<file path="src/rtl/wshb_arbiter.sv">
// Two-master round-robin Wishbone arbiter in front of a single slave bus.
// The grant is registered and held for a whole bus cycle; request and response paths are combinational muxes.
module wshb_arbiter #(
  parameter int ADR_W      = 32,
  parameter int DATA_BYTES = 4
) (
  input  logic                    sys_clk,
  input  logic                    sys_rst,

  input  logic                    m0_cyc,
  input  logic                    m0_stb,
  input  logic                    m0_we,
  input  logic [ADR_W-1:0]        m0_adr,
  input  logic [8*DATA_BYTES-1:0] m0_dat_ms,
  input  logic [DATA_BYTES-1:0]   m0_sel,
  input  logic [2:0]              m0_cti,
  input  logic [1:0]              m0_bte,
  output logic                    m0_ack,
  output logic                    m0_err,
  output logic                    m0_rty,
  output logic [8*DATA_BYTES-1:0] m0_dat_sm,

  input  logic                    m1_cyc,
  input  logic                    m1_stb,
  input  logic                    m1_we,
  input  logic [ADR_W-1:0]        m1_adr,
  input  logic [8*DATA_BYTES-1:0] m1_dat_ms,
  input  logic [DATA_BYTES-1:0]   m1_sel,
  input  logic [2:0]              m1_cti,
  input  logic [1:0]              m1_bte,
  output logic                    m1_ack,
  output logic                    m1_err,
  output logic                    m1_rty,
  output logic [8*DATA_BYTES-1:0] m1_dat_sm,

  output logic                    s_cyc,
  output logic                    s_stb,
  output logic                    s_we,
  output logic [ADR_W-1:0]        s_adr,
  output logic [8*DATA_BYTES-1:0] s_dat_ms,
  output logic [DATA_BYTES-1:0]   s_sel,
  output logic [2:0]              s_cti,
  output logic [1:0]              s_bte,
  input  logic                    s_ack,
  input  logic                    s_err,
  input  logic                    s_rty,
  input  logic [8*DATA_BYTES-1:0] s_dat_sm,

  output logic [1:0]              grant
);

  // Handshake: a beat transfers on any cycle where the owner holds cyc&stb
  // and the slave returns ack/err/rty; a non-owner's stb simply stalls
  // because it never sees a response.

  // State encoding doubles as the one-hot grant, so grant is the state register.
  typedef enum logic [1:0] {
    IDLE = 2'b00,
    GNT0 = 2'b01,
    GNT1 = 2'b10
  } state_t;

  state_t state;
  logic   last;

  always_ff @(posedge sys_clk or posedge sys_rst) begin
    if (sys_rst) begin
      state <= IDLE;
      last  <= 1'b1;
    end else begin
      case (state)
        IDLE: begin
          if (m0_cyc && (!m1_cyc || last)) begin
            state <= GNT0;
            last  <= 1'b0;
          end else if (m1_cyc) begin
            state <= GNT1;
            last  <= 1'b1;
          end
        end
        GNT0: begin
          if (!m0_cyc) begin
            if (m1_cyc) begin
              state <= GNT1;
              last  <= 1'b1;
            end else begin
              state <= IDLE;
            end
          end
        end
        GNT1: begin
          if (!m1_cyc) begin
            if (m0_cyc) begin
              state <= GNT0;
              last  <= 1'b0;
            end else begin
              state <= IDLE;
            end
          end
        end
        default: state <= IDLE;
      endcase
    end
  end

  assign grant = state;

  // Read data is broadcast; each master qualifies it with its own ack.
  assign m0_dat_sm = s_dat_sm;
  assign m1_dat_sm = s_dat_sm;

  always_comb begin
    s_cyc    = 1'b0;
    s_stb    = 1'b0;
    s_we     = 1'b0;
    s_adr    = '0;
    s_dat_ms = '0;
    s_sel    = '0;
    s_cti    = '0;
    s_bte    = '0;
    m0_ack   = 1'b0;
    m0_err   = 1'b0;
    m0_rty   = 1'b0;
    m1_ack   = 1'b0;
    m1_err   = 1'b0;
    m1_rty   = 1'b0;
    case (state)
      GNT0: begin
        s_cyc    = m0_cyc;
        s_stb    = m0_stb;
        s_we     = m0_we;
        s_adr    = m0_adr;
        s_dat_ms = m0_dat_ms;
        s_sel    = m0_sel;
        s_cti    = m0_cti;
        s_bte    = m0_bte;
        m0_ack   = s_ack;
        m0_err   = s_err;
        m0_rty   = s_rty;
      end
      GNT1: begin
        s_cyc    = m1_cyc;
        s_stb    = m1_stb;
        s_we     = m1_we;
        s_adr    = m1_adr;
        s_dat_ms = m1_dat_ms;
        s_sel    = m1_sel;
        s_cti    = m1_cti;
        s_bte    = m1_bte;
        m1_ack   = s_ack;
        m1_err   = s_err;
        m1_rty   = s_rty;
      end
      default: ;
    endcase
  end

endmodule

</file>
<file path="config.mk">
export PLATFORM = sky130hd
export DESIGN_NAME = wshb_arbiter
export DESIGN_NICKNAME = d
export VERILOG_FILES = /design/src/rtl/wshb_arbiter.sv
export SDC_FILE = /design/constraint.sdc
export NUM_CORES = 1
export LEC_CHECK = 0
export ABC_AREA = 1
export BUFFER_PORTS_ARGS = -buffer_cell sky130_fd_sc_hd__buf_2
export CORE_AREA = 2 2 132 134
export CTS_BUF_LIST = sky130_fd_sc_hd__clkbuf_2
export CTS_CLUSTER_DIAMETER = 100
export DETAILED_ROUTE_END_ITERATION = 8
export DIE_AREA = 0 0 134 136
export SLEW_MARGIN = 20
export SYNTH_ARGS = -nofsm -noshare
export SYNTH_HDL_FRONTEND = slang
export SYNTH_SLANG_ARGS = --single-unit
</file>
<file path="constraint.sdc">
create_clock -name sys_clk -period 1.2 [get_ports sys_clk]
set_input_delay 0.06 -clock sys_clk [delete_from_list [all_inputs] [get_ports sys_clk]]
set_output_delay 0.06 -clock sys_clk [all_outputs]
set_load 0.01 [all_outputs]
</file>
==> flow_summary.toml, run 1 <==
[synth]
ys_async_sr_fraction_pct = 100
synth-simple-area-share_pct = 36.2
synth_commonest_cells = "nand2_1, a21oi_1, buf_4"
netlist_area_um2 = 1990
synth_top_flop_cell = "dfrtp_1"
syn-instance-count = 374
synth.most_common_cell = "nand2_1"
synth_top_area_cell = "nand2_1"
synth_edf_count = 0
seq_area_frac_synth_pct = 3.83
synth.area.top_cells = "nand2_1, buf_4, a21oi_1, buf_6, buf_2"
ys_warn_count = 0
syn-num-nets = 568
yosys_register_bits = 3
avgSynthCellArea_um2 = 5.33
synth-xor-area-share_pct = 0
synth_top_family_by_area = "simple AND/OR/NAND/NOR gates"
synth_compound_area_share_pct = 20.7
netlist.area_leader.share_pct = 32.4
synthMuxAreaShare_pct = 0
synth_cell_types = 18
synthAdderAreaFrac_pct = 3.14

[layout]
nets = 758
final_cell_area_um2 = 4110
antenna_cells = 0
drive_gt1_share_pct = 70.0
areaGrowthSynthToFinish_pct = 106

[floorplan]
num_rows = 48
die_height_um = 136
initial_core_util_pct = 11.8
die_w_um = 134
io-pin-count = 337
coreArea_um2 = 16900
fp.dieArea_um2 = 18200

[min_path]
hold_path.startpoint = "s_dat_sm[30]"
hold_path_depth = 0
whs_endpoint = "m0_dat_sm[30]"
hold_class = "in2out"

[clocking]
cts_root_buf = "clkbuf_2"
clkSinkCount = 3
cts_tree = "built"
clock_latency_ns = 0.22
cts_buffer_depth = 2
clkTransAtPathRegs_ns = 0.04
cts_buffers = 3
htreeDepth = 1

[routing]
routed_via_density = 3.78
wirelength_um = 9840
wire_per_inst_um = 12.5
vias = 2979
drt-pass1-iter-count = 4
drt_iter0_drc = 97
drcViolationCount = 0
ant_nets = 0

[placed_design]
routabilityCongestion = 0.737
port_buffers = 240
place_hpwl_um = 7160
dpl_cell_area_um2 = 3700

[pwr]
clock_power_share_pct = 1.6
p_sw_mw = 5.04
p_seq_share_pct = 2.3
power.density_nw_per_um2 = 2190
internal_power_mw = 3.96
vdd_drop_max_v = 0.000939
finalPower_mw = 9.00
power_leakage_nw = 1.89
switching_share_pct = 56.0
power_frac_comb_pct = 96.1

[worst_setup_path]
rr_worst_depth = 9
start_kind = "flip-flop"
critPathRequiredTime_ns = 1.14
r2r-end = "grant[1]"
critPathKind = "reg2out"
r2r-start = "grant[0]"
r2r_slack_ns = -0.30
cp.arrival_ns = 1.53
critPathMaxFanout = 5
setup.worst_path.end_class = "primary output"

[timing]
hold_violations = 0
rsz0062_at_grt = "true"
fin_skew_ns = 0.00627
worstMarginPinSlew_ns = 0.140
slew_violations = 0
min_period_over_period_pct = 133
period_needed_ns = 1.59
fmax_mhz = 628
timing.final.ws_setup_ns = -0.391
final-setup-viol-count = 85
relSlewSlack_pct = 90.6

[grt]
grt_max_degree = 37
grtUsageTotal_pct = 9.40
antenna_found_initial = 0
overflow = 0
first_global_vias = 2739
grt_pass1_wl_um = 13800

[run]
maxCapViolCount = 0

[status]
status = "finished, violations left"
violations = "setup timing"
==> per-stage QoR <==
stage | utilization, % | hold WS, ns | cells | setup TNS [ns] | setup slack, ns
finish | 24.3 | 0.120 | 788 | -29.26 | -0.391
CTS | 23.7 | 0.120 | 787 | -31.78 | -0.436
floorplan | - | -0.187 | 374 | -6.39 | -0.0973
global placement | 21.9 | -0.0602 | 773 | -13.96 | -0.228
global route | 24.3 | 0.120 | 788 | -36.11 | -0.488
detailed placement | 21.9 | -0.0570 | 773 | -15.20 | -0.234
==> registers in the layout, summed over array words and instances (netlist names) <==
register,flops
last,1
grant,2
==> power groups by stage <==
stage	clock, mW	combinational (mW)	sequential (mW)
finish	0.146	8.64	0.209
global route	0.153	9.33	0.225
CTS	0.151	8.50	0.209
detailed placement	0	7.50	0.203
global placement	0	7.47	0.203
floorplan	0	5.67	0.243
==> worst max-delay path: stages (launching register included) <==
cell and delay [ns]:
dfrtp_2 0.42, inv_4 0.08, ha_4 0.20, buf_12 0.15, clkbuf_16 0.15, nand2_1 0.06
a21oi_2 0.12, buf_2 0.14
==> logic make-up (layout without fill, tap and decap cells) <==
kind of cell / count (synthesis) / after routing
AND/OR/NAND/NOR: 186 / 186
buffers and inverters: 103 / 292
adder cells (fa/ha/maj): 5 / 5
flip-flops: 3 / 3
AO/OA/AOI/OAI: 77 / 77
==> layer usage <==
metal	global-route usage (%)	vias to the layer above	routed length (um)
met5	0	-	0
met4	1.83	0	56
met3	2.39	12	916
met2	16.9	156	4920
met1	11.3	1329	3950
li1	-	1482	-
==> cells in the final DEF (no fill, tap or decap), types with 4 or more instances in the layout <==
cell      count
a21oi_1       4
a21oi_2      23
a21oi_4      48
buf_12        9
buf_2       233
buf_4        13
buf_6        13
clkbuf_2      4
inv_1         6
inv_2         5
nand2_1     150
nand2_2      27
==> timing repair <==
| action | 4_1_cts | 5_1_grt |
|---|---|---|
| resized for setup | 26 | 26 |
| gates cloned | 4 | 3 |
| hold buffers | 1 | 0 |
| setup buffers | 5 | 1 |
| pin swaps | 3 | 1 |
| hold endpoints to repair | 3 | 0 |
| setup endpoints to repair | 85 | 85 |
==> layout make-up <==
cell class | count | area (um2)
inverters | 13 | 63.8
flip-flops and latches | 3 | 78.8
repair buffers | 275 | 1760
multi-input cells | 268 | 1910
fillers | 1874 | 12800
well taps | 225 | 282
clock buffers | 4 | 20.0
==> how the worst max path moves through the flow <==
stage | start | to | slack, ns | cells after the start
6_report | grant[1] | s_adr[4] | -0.39 | 7
5_1_grt | grant[1] | s_we | -0.49 | 6
4_1_cts | grant[1] | s_we | -0.44 | 7
3_5_place_dp | grant[1] | grant[1] | -0.23 | 10
3_3_place_gp | grant[1] | grant[1] | -0.23 | 10
2_1_floorplan | grant[1] | s_adr[0] | -0.1 | 6
Power figures use the tool's default switching activity.
==> run 2: changes to the inputs <==
- REMOVE_ABC_BUFFERS: not set -> 1
==> flow_summary.toml, run 2 (synthesis results as in run 1) <==
[placed_design]
place_hpwl_um = 10300
routabilityCongestion = 0.958
pre_cts_slack_ns = -0.268
port_buffers = 240

[worst_setup_path]
critPathKind = "reg2out"
r2r-end = "grant[1]"
critPathRequiredTime_ns = 1.14
max_stage_delay_ns = 0.41
critPathMaxFanout = 11
slowest_stage = "dfrtp_1"
path_buf_inv = 4
r2r-start = "grant[0]"
rr_worst_depth = 12
critPathTopFamily = "buffers and inverters"
r2r_slack_ns = -0.38
crit_chain = "inv_2 > ha_4 > buf_12 > clkbuf_16 > nand2_1 > a21oi_1 > buf_2"
cp.arrival_ns = 1.56
setup.worst_path.end_class = "primary output"
start_kind = "flip-flop"

[layout]
antenna_cells = 0
drive_gt1_share_pct = 64.7
final_core_util_pct = 21.4
final_common_cell = "buf_2"
most-common-layout-cells = "buf_2, nand2_1, a21oi_2"
areaGrowthSynthToFinish_pct = 81.2
nets = 753
largest_reg_flops = 2

[timing]
period_needed_ns = 1.62
timing.final.ws_setup_ns = -0.423
fmax_mhz = 616
fin_skew_ns = 0.00129
min_period_over_period_pct = 135
worstMarginPinSlew_ns = 0.184
relSlewSlack_pct = 87.7
hold_violations = 0
setup_tns_ns = -30.14
slew_violations = 0
final-setup-viol-count = 85
worst_hold_slack_ns = 0.120
rsz0062_at_grt = "true"

[floorplan]
num_rows = 48
fp.dieArea_um2 = 18200
initial_core_util_pct = 11.8
die_w_um = 134
io-pin-count = 337
coreArea_um2 = 16900
die_height_um = 136

[clocking]
cts_buffer_depth = 2
clkSinkCount = 3
cts_buffers = 3
cts_tree = "built"
clock_latency_ns = 0.21
cts_root_buf = "clkbuf_2"
htreeDepth = 1
clkTransAtPathRegs_ns = 0.04

[min_path]
hold_class = "in2out"
hold_path_depth = 0
hold_path.startpoint = "s_dat_sm[11]"
whs_endpoint = "m0_dat_sm[11]"

[routing]
drt-pass1-iter-count = 5
wirelength_um = 13900
routed_via_density = 3.94
ant_nets = 0
wire_per_inst_um = 17.8
drt_iter0_drc = 163
vias = 3085
drcViolationCount = 0

[pwr]
power_leakage_nw = 1.87
power.density_nw_per_um2 = 2090
finalPower_mw = 7.54
vdd_drop_max_v = 0.00170

[grt]
grt_max_degree = 29
first_global_vias = 2685
grt_pass1_wl_um = 17800
grtUsageTotal_pct = 13.4
antenna_found_initial = 0
overflow = 0

[status]
status = "finished, violations left"
violations = "setup timing"

[run]
maxCapViolCount = 0
-- run 2: cell count changes in the layout (fill, tap and decap cells not counted), moves of 3 or more --
cell	previous run	this run
a21oi_2	23	41
a21oi_4	48	0
buf_2	233	238
nand2_1	150	145
inv_1	6	9
buf_4	13	6
nand2_4	3	8
a21oi_1	4	34
buf_6	13	10
-- run 2: final cells by class --
| cell class | count | area (um2) |
|---|---|---|
| fill | 1921 | 13300 |
| timing repair buffer | 270 | 1700 |
| multi-input combinational | 268 | 1480 |
| tap | 225 | 282 |
| sequential | 3 | 76.3 |
| inverter | 13 | 53.8 |
| clock buffer | 4 | 20.0 |
-- run 2: timing repair --
action / in CTS / in global routing
setup endpoints to repair: 85 / 86
resized for setup: 30 / 64
setup buffers: 8 / 1
gates cloned: 5 / 2
hold buffers: 1 / 0
endpoints found under the hold margin: 3 / 0
pin swaps: 8 / 13
-- run 2: where the power goes --
group	leakage (nW)	switching, mW	internal [mW]
Clock	0.0166	0.0553	0.0878
Sequential	0.0359	0.0476	0.161
Combinational	1.82	4.04	3.15
-- run 2: stage by stage --
| step | cells | instance area [um2] |
|---|---|---|
| global route | 783 | 3610 |
| finish | 783 | 3610 |
| detailed placement | 764 | 3020 |
| global placement | 764 | 3020 |
| floorplan | 284 | 1320 |
| CTS | 782 | 3380 |
-- run 2: how the worst max path moves through the flow --
stage                     startpoint        end  slack, ns  depth (start not counted)
after global routing        grant[1]  s_adr[25]      -0.49                          7
after detailed placement    grant[0]       last      -0.27                          8
after floorplan             grant[0]   grant[0]      -1.43                          9
final                       grant[1]  s_adr[19]      -0.42                          7
after CTS                   grant[1]  s_adr[27]      -0.42                          7
after global placement      grant[1]   s_adr[3]      -0.24                          6
-- run 2: routing by layer --
layer  share of wire [%]  global-route usage, %  vias to the layer above
li1                    -                      -                     1474
met1                  33                   12.9                     1357
met2                  46                   21.7                      241
met3                  21                   12.2                       11
met4                0.62                   1.24                        2
met5                0.70                   5.00                        -
==> run 3: changes to the inputs <==
- ABC_CLOCK_PERIOD_IN_PS: not set -> 1200
- SETUP_SLACK_MARGIN: not set -> 0.02
==> flow_summary.toml, run 3 (synthesis results as in run 1) <==
[grt]
grt_pass1_wl_um = 17800
antenna_found_initial = 0
grt_max_degree = 29
grtUsageTotal_pct = 13.4
overflow = 0
first_global_vias = 2685

[routing]
drcViolationCount = 0
vias = 3159
drt-pass1-iter-count = 4
wire_per_inst_um = 18.0
drt_iter0_drc = 137
wirelength_um = 14100
ant_nets = 0
routed_via_density = 4.02

[min_path]
whs_endpoint = "m0_dat_sm[11]"
hold_path.startpoint = "s_dat_sm[11]"
hold_class = "in2out"
hold_path_depth = 0

[layout]
drive_gt1_share_pct = 66.8
final_cell_count_no_fill = 785
final_common_cell = "buf_2"
antenna_cells = 0
areaGrowthSynthToFinish_pct = 86.1
largest_reg_flops = 2
nets = 755
most-common-layout-cells = "buf_2, nand2_1, a21oi_2"

[run]
maxCapViolCount = 0

[worst_setup_path]
r2r-start = "grant[0]"
setup.worst_path.end_class = "primary output"
start_kind = "flip-flop"
cp.arrival_ns = 1.56
critPathKind = "reg2out"
rr_worst_depth = 12
critPathLaunch = "grant[1]"
critPathRequiredTime_ns = 1.14
crit_chain = "inv_2 > ha_4 > buf_6 > clkbuf_16 > nand2_2 > a21oi_2 > buf_2"
r2r-end = "grant[1]"
path_buf_inv = 4
max_stage_delay_ns = 0.40
r2r_slack_ns = -0.36
critPathMaxFanout = 8
slowest_stage = "dfrtp_1"
critPathTopFamily = "buffers and inverters"

[floorplan]
num_rows = 48
die_w_um = 134
io-pin-count = 337
die_height_um = 136
initial_core_util_pct = 11.8
fp.dieArea_um2 = 18200
coreArea_um2 = 16900

[clocking]
cts_buffer_depth = 2
cts_root_buf = "clkbuf_2"
clkTransAtPathRegs_ns = 0.04
htreeDepth = 1
clock_latency_ns = 0.21
cts_buffers = 3
cts_tree = "built"
clkSinkCount = 3

[placed_design]
port_buffers = 240
routabilityCongestion = 0.958
pre_cts_slack_ns = -0.268
dp_cells = 764
place_hpwl_um = 10300

[pwr]
vdd_drop_max_v = 0.00172
power_leakage_nw = 1.91
power.density_nw_per_um2 = 2100

[timing]
period_needed_ns = 1.62
min_period_over_period_pct = 135
rsz0062_at_grt = "true"
final-setup-viol-count = 85
fmax_mhz = 618
worstMarginPinSlew_ns = 0.184
relSlewSlack_pct = 87.7
setup_tns_ns = -30.05
hold_violations = 0
timing.final.ws_setup_ns = -0.419
slew_violations = 0
fin_skew_ns = 0.00124

[status]
violations = "setup timing"
status = "finished, violations left"
## run 3: what timing repair did
item,4_1_cts,5_1_grt
hold buffers,1,0
endpoints found under the setup margin,85,86
setup buffers,8,1
gates resized for setup,32,76
gates cloned,5,3
endpoints found under the hold margin,3,0
pin swaps,8,17
## run 3: how the worst max path moves through the flow
stage	endpoint	cells past startpoint
after floorplan	grant[0]	9
after global placement	s_adr[3]	6
after detailed placement	last	8
after CTS	s_adr[27]	7
after global routing	s_dat_ms[28]	7
final	s_dat_ms[28]	7
## run 3: layer usage
layer / vias to the layer above / GRT usage [%] / wire length [um]
met5: - / 5.00 / 97
met4: 2 / 1.24 / 102
met3: 15 / 12.2 / 2890
met2: 246 / 21.7 / 6440
met1: 1414 / 12.9 / 4600
li1: 1482 / - / -
## run 3: cell type report
cell class                 instances  area [um2]
multi-input combinational        268        1530
inverter                          13        53.8
sequential                         3        76.3
clock buffer                       4        20.0
timing repair buffer             272        1750
fill                            1916       13200
tap                              225         282
## run 3: metrics by stage
| stage | cell area, um2 | utilization [%] | hold slack, ns | total power [mW] |
|---|---|---|---|---|
| detailed placement | 3020 | 17.9 | -0.0574 | 5.49 |
| CTS | 3390 | 20.1 | 0.120 | 7.09 |
| global placement | 3020 | 17.9 | -0.0556 | 5.47 |
| finish | 3710 | 22.0 | 0.120 | 7.80 |
| global route | 3710 | 22.0 | 0.120 | 8.40 |
| floorplan | 1320 | - | -0.187 | 2.88 |
## run 3: power breakdown
group	switching [mW]	total [mW]	internal, mW
clock	0.0553	0.143	0.0878
combinational	4.16	7.45	3.29
sequential	0.0458	0.206	0.161
total	4.26	7.80	3.54
